[config.mk]
export PLATFORM = sky130hd
export DESIGN_NAME = phy_tx_lane_sched
export DESIGN_NICKNAME = d
export VERILOG_FILES = /design/src/rtl/phy_tx_pkg.sv /design/src/rtl/rr_arbiter4.sv /design/src/rtl/phy_tx_lane_sched.sv
export SDC_FILE = /design/constraint.sdc
export NUM_CORES = 1
export LEC_CHECK = 0
export BUFFER_PORTS_ARGS = -buffer_cell sky130_fd_sc_hd__buf_4
export CORE_ASPECT_RATIO = 2
export CORE_MARGIN = 1
export CORE_UTILIZATION = 36
export DETAILED_ROUTE_END_ITERATION = 10
export PLACE_DENSITY = 0.68
export SYNTH_ARGS = -nofsm -noshare
export SYNTH_HDL_FRONTEND = slang
export SYNTH_SLANG_ARGS = --single-unit
[constraint.sdc]
create_clock -name clk -period 3.6 [get_ports clk]
set_clock_uncertainty 0.05 [all_clocks]
set_input_delay 0.36 -clock clk [delete_from_list [all_inputs] [get_ports clk]]
set_output_delay 0.36 -clock clk [all_outputs]
set_load 0.05 [all_outputs]
[src/rtl/phy_tx_pkg.sv]
// Shared definitions for the PHY transmit lane scheduler.
//   state_t    : link controller state encoding
//   COMMA_DEF  : K28.5 comma used for training and idle fill
//   NUM_LANES  : number of lane requesters sharing the byte stream
//   sat_inc4   : 4-bit saturating increment for the retrain counter
package phy_tx_pkg;

    typedef enum logic [1:0] {
        TRAIN     = 2'd0,
        WAIT_LOCK = 2'd1,
        ACTIVE    = 2'd2
    } state_t;

    localparam logic [7:0] COMMA_DEF = 8'hBC;
    localparam int         NUM_LANES = 4;

    function automatic logic [3:0] sat_inc4(input logic [3:0] v);
        return (v == 4'hF) ? v : v + 4'd1;
    endfunction

endpackage

[src/rtl/rr_arbiter4.sv]
// Four-way round-robin arbiter.
//   clk, reset : byte clock, asynchronous active-low reset
//   req        : per-lane requests (already gated by the caller)
//   grant      : one-hot combinational grant, zero when no request
//   grant_idx  : index of the granted lane (meaningful when grant != 0)
// A grant is always accepted (grant only goes to a requesting lane), so the
// last-served pointer advances on any grant. Reset value 3 gives lane 0
// first priority.
module rr_arbiter4
    import phy_tx_pkg::*;
(
    input  logic                 clk,
    input  logic                 reset,
    input  logic [NUM_LANES-1:0] req,
    output logic [NUM_LANES-1:0] grant,
    output logic [1:0]           grant_idx
);

    logic [1:0] last_q;
    logic [1:0] last_d;
    logic [1:0] cand;

    // Scan from lowest priority (last) up to highest (last+1); the final
    // matching candidate overwrites earlier ones, so last+1 wins.
    always_comb begin
        grant     = '0;
        grant_idx = last_q;
        cand      = last_q;
        for (int i = NUM_LANES; i >= 1; i--) begin
            cand = last_q + 2'(i);
            if (req[cand]) begin
                grant       = '0;
                grant[cand] = 1'b1;
                grant_idx   = cand;
            end
        end
    end

    always_comb begin
        last_d = (|grant) ? grant_idx : last_q;
    end

    always_ff @(posedge clk or negedge reset) begin
        if (!reset) begin
            last_q <= 2'd3;
        end else begin
            last_q <= last_d;
        end
    end

endmodule

[src/rtl/phy_tx_lane_sched.sv]
// PHY transmit link controller and lane byte scheduler.
//   clk            : byte clock
//   reset          : asynchronous active-low reset
//   in0..in3       : lane data bytes
//   valid0..valid3 : lane byte available
//   ready0..ready3 : lane byte accepted this cycle (combinational)
//   rx_lock        : receiver lock, synchronous to clk
//   out_data       : registered byte to the serializer
//   out_valid      : out_data carries a lane byte
//   out_k          : out_data is a comma
//   link_up        : registered, high while ACTIVE
//   retrain_cnt    : saturating count of retrains
// Trains with commas, waits for rx_lock, then round-robins four lanes onto
// the byte stream, filling idle cycles with commas. In ACTIVE a single low
// rx_lock cycle is tolerated; a second consecutive low cycle retrains.
module phy_tx_lane_sched
    import phy_tx_pkg::*;
#(
    parameter int         TRAIN_LEN    = 16,
    parameter int         LOCK_TIMEOUT = 255,
    parameter logic [7:0] COMMA        = COMMA_DEF
) (
    input  logic       clk,
    input  logic       reset,
    input  logic [7:0] in0,
    input  logic [7:0] in1,
    input  logic [7:0] in2,
    input  logic [7:0] in3,
    input  logic       valid0,
    input  logic       valid1,
    input  logic       valid2,
    input  logic       valid3,
    output logic       ready0,
    output logic       ready1,
    output logic       ready2,
    output logic       ready3,
    input  logic       rx_lock,
    output logic [7:0] out_data,
    output logic       out_valid,
    output logic       out_k,
    output logic       link_up,
    output logic [3:0] retrain_cnt
);

    localparam int CNT_MAX = (TRAIN_LEN > LOCK_TIMEOUT) ? TRAIN_LEN : LOCK_TIMEOUT;
    localparam int CNT_W   = $clog2(CNT_MAX + 1);

    state_t             state_q, state_d;
    logic [CNT_W-1:0]   cnt_q, cnt_d;
    logic               low_q, low_d;
    logic [3:0]         retrain_q, retrain_d;
    logic               link_up_q, link_up_d;
    logic [7:0]         out_data_q, out_data_d;
    logic               out_valid_q, out_valid_d;
    logic               out_k_q, out_k_d;

    logic [7:0]           lane_data [NUM_LANES];
    logic [NUM_LANES-1:0] lane_valid;
    logic [NUM_LANES-1:0] req;
    logic [NUM_LANES-1:0] grant;
    logic [1:0]           grant_idx;
    logic                 lock_drop;
    logic                 arb_en;
    logic                 xfer;

    assign lane_data[0] = in0;
    assign lane_data[1] = in1;
    assign lane_data[2] = in2;
    assign lane_data[3] = in3;
    assign lane_valid   = {valid3, valid2, valid1, valid0};

    // Second consecutive low rx_lock sample in ACTIVE: leave this cycle and
    // grant nothing in it.
    assign lock_drop = (state_q == ACTIVE) && !rx_lock && low_q;
    assign arb_en    = (state_q == ACTIVE) && !lock_drop;
    assign req       = lane_valid & {NUM_LANES{arb_en}};

    rr_arbiter4 u_arb (
        .clk       (clk),
        .reset     (reset),
        .req       (req),
        .grant     (grant),
        .grant_idx (grant_idx)
    );

    assign ready0 = grant[0];
    assign ready1 = grant[1];
    assign ready2 = grant[2];
    assign ready3 = grant[3];
    assign xfer   = |grant;

    always_comb begin
        state_d   = state_q;
        cnt_d     = cnt_q;
        retrain_d = retrain_q;
        case (state_q)
            TRAIN: begin
                if (cnt_q == CNT_W'(TRAIN_LEN - 1)) begin
                    state_d = WAIT_LOCK;
                    cnt_d   = '0;
                end else begin
                    cnt_d = cnt_q + CNT_W'(1);
                end
            end
            WAIT_LOCK: begin
                // Lock takes precedence over a coincident timeout.
                if (rx_lock) begin
                    state_d = ACTIVE;
                    cnt_d   = '0;
                end else if (cnt_q == CNT_W'(LOCK_TIMEOUT - 1)) begin
                    state_d   = TRAIN;
                    cnt_d     = '0;
                    retrain_d = sat_inc4(retrain_q);
                end else begin
                    cnt_d = cnt_q + CNT_W'(1);
                end
            end
            ACTIVE: begin
                cnt_d = '0;
                if (lock_drop) begin
                    state_d   = TRAIN;
                    retrain_d = sat_inc4(retrain_q);
                end
            end
            default: begin
                state_d = TRAIN;
                cnt_d   = '0;
            end
        endcase

        low_d     = (state_q == ACTIVE) && !rx_lock;
        link_up_d = (state_d == ACTIVE);

        if (xfer) begin
            out_data_d  = lane_data[grant_idx];
            out_valid_d = 1'b1;
            out_k_d     = 1'b0;
        end else begin
            out_data_d  = COMMA;
            out_valid_d = 1'b0;
            out_k_d     = 1'b1;
        end
    end

    always_ff @(posedge clk or negedge reset) begin
        if (!reset) begin
            state_q     <= TRAIN;
            cnt_q       <= '0;
            low_q       <= 1'b0;
            retrain_q   <= 4'd0;
            link_up_q   <= 1'b0;
            out_data_q  <= COMMA;
            out_valid_q <= 1'b0;
            out_k_q     <= 1'b1;
        end else begin
            state_q     <= state_d;
            cnt_q       <= cnt_d;
            low_q       <= low_d;
            retrain_q   <= retrain_d;
            link_up_q   <= link_up_d;
            out_data_q  <= out_data_d;
            out_valid_q <= out_valid_d;
            out_k_q     <= out_k_d;
        end
    end

    assign out_data    = out_data_q;
    assign out_valid   = out_valid_q;
    assign out_k       = out_k_q;
    assign link_up     = link_up_q;
    assign retrain_cnt = retrain_q;

endmodule

# After elaboration in Yosys (flattened, before gate mapping)
# Index checks and enable logic that the tools add are counted.
[totals]
out_inout_bits = 19
regBits = 28
elab_cells = 90
[classes]
n_reduce_logical = 13
mux = 43
n_bitwise = 2
magnitude_cmp = 9
n_addsub = 5
n_eq_ne = 9
[ops]
columns = ["op", "count"]
rows = [
  ["$mux W8", 6],
  ["$mux W4", 8],
  ["$bmux W8 S2", 1],
  ["$pmux W8 S2", 1],
  ["$mux W2", 7],
  ["$lt A2 B3 Y1 const B", 4],
  ["$mux W1", 10],
  ["$add A8 B1 Y8 const B", 1],
  ["$bmux W1 S2", 4],
  ["$demux W1 S2", 4],
  ["$eq A8 B4 Y1 const B", 1],
  ["$eq A8 B8 Y1 const B", 1],
  ["$ge A2 B1 Y1 const B", 4],
  ["$pmux W4 S2", 1],
  ["$logic_and A1 B1 Y1", 7],
  ["$ne A2 B2 Y1 const B", 3],
  ["$pmux W2 S3", 1],
  ["$add A2 B2 Y2 const B", 2],
  ["$add A4 B1 Y4 const B", 1],
  ["$and A4 B4 Y4", 1],
  ["$eq A2 B2 Y1 const B", 2],
  ["$eq A4 B4 Y1 const B", 1],
  ["$reduce_and A4 Y1", 1],
  ["$reduce_or A4 Y1", 1],
  ["other kinds (7)", 8],
]

# Depth between registers and ports, before layout
[logic_depth]
depth_word = 16
ltp_mapped = 11
mapped_depth_nobuf = 8

# Modules after synthesis
# From an unflattened synthesis, not the netlist that was laid out.
[unflattened]
hier_cells = 178
hier_area_um2 = 1979.4
[by_module_without_submodules]
columns = ["module", "cells_per_inst", "seq_area_each_um2", "area_each_um2", "instances"]
rows = [
  ["phy_tx_lane_sched", 105, 658.1, 1332.5, 1],
  ["rr_arbiter4", 73, 52.6, 646.9, 1],
]

# Worst setup path after synthesis
# OpenSTA, ideal clock, no wires.
[synth_timing]
path_type = "register to register"
start = "register u_arb.last_q[0]"
end = "register u_arb.last_q[1]"
stages_incl_launch_ff = 11
t_required_ns = 3.465
setup_ns = 0.085
path_buffers = 2
path_slack_ns = 0.514
period_less_slack_ns = 3.086
t_arrival_ns = 2.952
cell_sequence = "dfstp_2 -> buf_4 -> inv_1 -> ha_1 -> buf_6 -> mux4_2 -> and3_4 -> a21o_1 -> o32ai_1 -> and4_1 -> mux2_1"
[synth_between]
elab_chain_len = 9
word_cells_on_any_way = 39
[synth_rtl]
columns = ["element", "line", "rtl"]
rows = [
  ["start, declared", "rr_arbiter4.sv:19", "logic [1:0] last_q;"],
  ["start signal, assigned", "rr_arbiter4.sv:47", "last_q <= last_d;"],
  ["$add A2 B2 Y2 (tied with other cells)", "rr_arbiter4.sv:30", "cand = last_q + 2'(i);"],
  ["$lt A2 B3 Y1 (not written as such) (tied with other cells)", "rr_arbiter4.sv:33", "grant[cand] = 1'b1;"],
  ["$logic_and A1 B1 Y1 (not written as such) or $mux W1 (tied branches)", "rr_arbiter4.sv:33", ""],
  ["$mux W1 (not written as such) or $demux W1 S2 (tied branches)", "n/a", ""],
  ["$demux W1 S2 or $mux W4 (tied branches)", "n/a", ""],
  ["$mux W4 (3 in series)", "rr_arbiter4.sv:31", "if (req[cand]) begin"],
  ["$reduce_or A4 Y1", "rr_arbiter4.sv:40", "last_d = (|grant) ? grant_idx : last_q;"],
]
# Several ways; a longest one is shown, not always the timed one. The select of a mux whose other input is x is not followed.
# A chain may end at the register's enable or synchronous reset.

# Final worst setup path
[layout_timing]
start = "register u_arb.last_q[1]"
end = "output port ready3"
[layout_between]
elab_chain_len = 8
word_cells_on_any_way = 35
[layout_rtl]
columns = ["element", "line", "rtl"]
rows = [
  ["$add A2 B2 Y2 (tied with other cells)", "rr_arbiter4.sv:30", ""],
  ["$lt A2 B3 Y1 (not written as such) (tied with other cells)", "rr_arbiter4.sv:33", ""],
  ["$logic_and A1 B1 Y1 (not written as such) or $mux W1 (tied branches)", "rr_arbiter4.sv:33", ""],
  ["$mux W1 (not written as such) or $demux W1 S2 (tied branches)", "n/a", ""],
  ["$demux W1 S2 or $mux W4 (tied branches)", "n/a", ""],
  ["$mux W4 (2 in series)", "rr_arbiter4.sv:31", ""],
  ["$mux W4 (*)", "rr_arbiter4.sv:31", ""],
  ["end, declared", "phy_tx_lane_sched.sv:36", "output logic ready3,"],
]
# Every way passes the cells marked *; elsewhere a longest branch is shown, timed or not. The select of a mux whose other input is x is not followed.

==> impl_metrics.py <==
metrics = {
    "timing": {
        "finalMaxSlewViolations": 0,
        "tightest_slew_ps": 616,
        "setup_viol": 0,
        "fin_crit_sh_pct": 95.0,
        "fmax_mhz": 292,
        "hold_ws_ps": 232,
        "final.min_clock_period_ps": 3420,
        "setup_tns_ps": 0,
        "rsz0062_at_grt": "false",
        "finalHoldViolations": 0,
        "slew_headroom_pct": 58.7,
    },
    "setup_path": {
        "cp_num_buf_inv": 3,
        "critPathKind": "flip-flop to output pin",
        "arrival_ps": 3010,
        "crit_path_start_kind": "flip-flop",
        "crit_chain": "inv_1 > ha_1 > mux4_2 > and3_4 > a21o_1 > o32ai_1 > inv_1 > buf_4",
        "crit_path_end_kind": "output pin",
        "required_ps": 3190,
        "crit_path_top_delay_cell": "dfstp_2",
        "cpPeakStageDelay_ps": 640,
        "cpMostUsedCell": "inv_1",
        "critPathMaxFanout": 9,
        "cp_top_family": "flip-flops",
    },
    "die": {
        "die_h_um": 105,
        "std_cell_rows": 37,
        "io_pins": 58,
        "die_area_mm2": 0.00564,
        "initial_utilization_pct": 37.3,
        "die_w_um": 53.6,
        "core_mm2": 0.00514,
    },
    "synth": {
        "synth_cells": 180,
        "synth-compound-area-share_pct": 10.6,
        "synth.distinct_cells": 43,
        "synthSimpleGateAreaFrac_pct": 18.5,
        "yosysWarnings": 0,
        "ys.flop_type": "dfrtp_1",
        "synth_xor_area_share_pct": 4.11,
        "synth_top_family_by_area": "multiplexers",
        "synthAdderAreaFrac_pct": 4.57,
        "synth.area.mux_share_pct": 20.5,
        "avgSynthCellArea_um2": 10.7,
        "synthArstFlopShare_pct": 100,
        "synth_area_mm2": 0.00192,
        "synth-seq-cells": 28,
        "synth-seq-area-share_pct": 37.1,
        "synth_nets": 226,
        "synth_edf_count": 0,
    },
    "power_and_ir_drop": {
        "finalPower_w": 0.00232,
        "p_per_area_mw_per_mm2": 935,
        "power_frac_seq_pct": 23.3,
        "p_switching_w": 0.00105,
        "power.share.combinational_pct": 66.3,
        "swShare_pct": 45.5,
        "clkPwrFrac_pct": 10.4,
        "internal-power_w": 0.00126,
        "ir_drop_uv": 521,
        "p_leak_nw": 1.23,
    },
    "job": {
        "cap_violations": 0,
    },
    "clocking": {
        "post_cts_buffers": 0,
        "clockBufferDepth": 2,
        "htreeDepth": 1,
        "clock-root-buffer": "clkbuf_8",
        "cts.sinks": 28,
        "cts_tree": "built",
        "clk_pin_slew_ps": 90,
        "clkLatencyLatePin_ps": 270,
        "cts_buffers": 3,
    },
    "routing": {
        "routed_wl_um": 4250,
        "drc": 0,
        "vias_per_cell": 5.37,
        "drt-pass1-iter-count": 4,
        "ant_nets": 0,
        "num_vias": 1596,
        "drtIter0Drc": 20,
        "wl_per_cell_um": 14.3,
    },
    "global_route": {
        "grt_overflow": 0,
        "grtUsageMet2_pct": 30.5,
        "met3_usage_pct": 1.15,
        "grt_pass1_vias": 1625,
        "grt_usage_pct": 16.6,
        "grt_pass1_wl_um": 7110,
        "top_usage_layer": "met2",
        "antenna_found_initial": 0,
        "met1_usage_pct": 17.6,
        "grt_max_degree": 29,
    },
    "final_layout": {
        "nNetsFinal": 286,
        "antenna_cells": 0,
        "final_cell_area_mm2": 0.00248,
        "drive_above_1_share_pct": 37.7,
        "fillers": 482,
        "area_delta_synth_final_pct": 29.2,
    },
    "placement": {
        "placed_area_mm2": 0.00240,
        "port_buffers": 57,
        "dp_hpwl_um": 3500,
        "gp_congestion": 0.841,
    },
    "min_path": {
        "hp-class": "primary input to flip-flop",
    },
    "status": {
        "status": "completed",
    },
}
## synth_stat cells, drive strengths merged (4+ instances only)
cell type | number | area share [%]
xor2 | 6 | 2.7
nand3 | 13 | 3.4
nor2 | 9 | 1.8
mux2i | 19 | 9.9
a21o | 5 | 2.0
inv | 8 | 1.6
nor3 | 6 | 1.6
dfstp | 8 | 11
mux4 | 7 | 8.2
buf | 7 | 2.9
or2 | 7 | 2.3
and3 | 4 | 1.6
nor2b | 6 | 2.0
ha | 7 | 4.6
o32ai | 4 | 1.8
nand2b | 7 | 2.3
mux2 | 4 | 2.3
a21oi | 8 | 2.1
dfrtp | 20 | 26
## worst paths after layout
check | startpoint | end | slack, ps | depth (start not counted)
worst max-delay path | u_arb.last_q[1]$_DFFE_PN1P_ | ready3 | 180 | 8
worst min register to register | state_q[1]$_DFF_PN0_ | state_q[0]$_DFF_PN0_ | 490 | 1
worst max register to register | u_arb.last_q[1]$_DFFE_PN1P_ | u_arb.last_q[0]$_DFFE_PN1P_ | 310 | 9
worst min-delay path | rx_lock | low_q$_DFF_PN0_ | 230 | 2
min in group asynchronous | reset | cnt_q[0]$_DFF_PN0_ | 480 | 2
max in group asynchronous | reset | u_arb.last_q[1]$_DFFE_PN1P_ | 2720 | 2
## layout by cell type (no fill, tap or decap), types with 2 or more instances in the layout
master	instances
or2_1	5
mux4_2	7
nand2_1	3
dfstp_2	8
a21oi_1	8
inv_1	8
or2_2	2
dfrtp_1	20
buf_4	62
nand3_1	13
a21o_1	5
and4_1	2
xnor2_1	3
mux2_2	3
ha_1	7
nand2b_1	7
o21ai_0	2
nor2_1	9
nor3_1	6
nor2b_1	6
and3_1	3
o32ai_1	4
xor2_1	6
mux2i_1	19
clkbuf_8	3
## area by class of cell
type                    count  area, µm²  share of cell area, %
multi-input cells         136       1120                   45.1
flip-flops and latches     28        711                   28.7
repair buffers             63        475                   19.2
well taps                  58       72.6                   2.93
clock buffers               3       41.3                   1.67
clock inverters             1       30.0                   1.21
inverters                   8       30.0                   1.21
## cell families (layout without fill, tap and decap cells)
| family | count (synthesis) | after routing |
|---|---|---|
| muxes | 30 | 30 |
| and+or+nand+nor | 63 | 63 |
| DFF | 28 | 28 |
| xor gates and xnor gates | 9 | 9 |
| AOI/OAI and AO/OA | 27 | 27 |
| buffers and inverters | 16 | 75 |
| adders and majority gates | 7 | 7 |
## state kept, by name, summed over array words and instances (netlist names)
register / count
u_arb.last_q: 2
retrain_cnt: 4
state_q: 2
cnt_q: 8
low_q: 1
out_k: 1
link_up: 1
out_data: 8
out_valid: 1
## per-layer routing
layer  up-vias  share of wire (%)
met5         -                  0
met3        12                2.4
met2        45                 60
met1       764                 35
li1        775                  -
met4         0                2.6
## through the flow
stage	instances	setup slack (ps)	util, %
5_1_grt	297	0.550	48.2
6_report	297	179	48.2
3_3_place_gp	292	411	46.7
3_5_place_dp	292	322	46.7
4_1_cts	297	173	48.2
2_1_floorplan	180	514	-
## worst register-to-register path: stages, from the launching register on
cell and delay [ps]:
dfstp_2 640, inv_1 110, ha_1 460, mux4_2 600
and3_4 220, a21o_1 160, o32ai_1 270, and4_1 320
buf_4 190, mux2i_1 200
## repair_timing
action / in CTS / in global routing
hold buffers: 1 / 0
hold endpoints to repair: 20 / 0
endpoints found under the setup margin: 0 / 0
gates resized for setup: 0 / 0
## power by group through the flow
stage	clock (W)	sequential [W]	combinational [W]
floorplan	0	0.000695	0.00105
global placement	0	0.000544	0.00152
detailed placement	0	0.000548	0.00155
CTS	0.000246	0.000542	0.00155
global route	0.000256	0.000557	0.00167
finish	0.000241	0.000540	0.00154
Power figures use the tool's default switching activity.
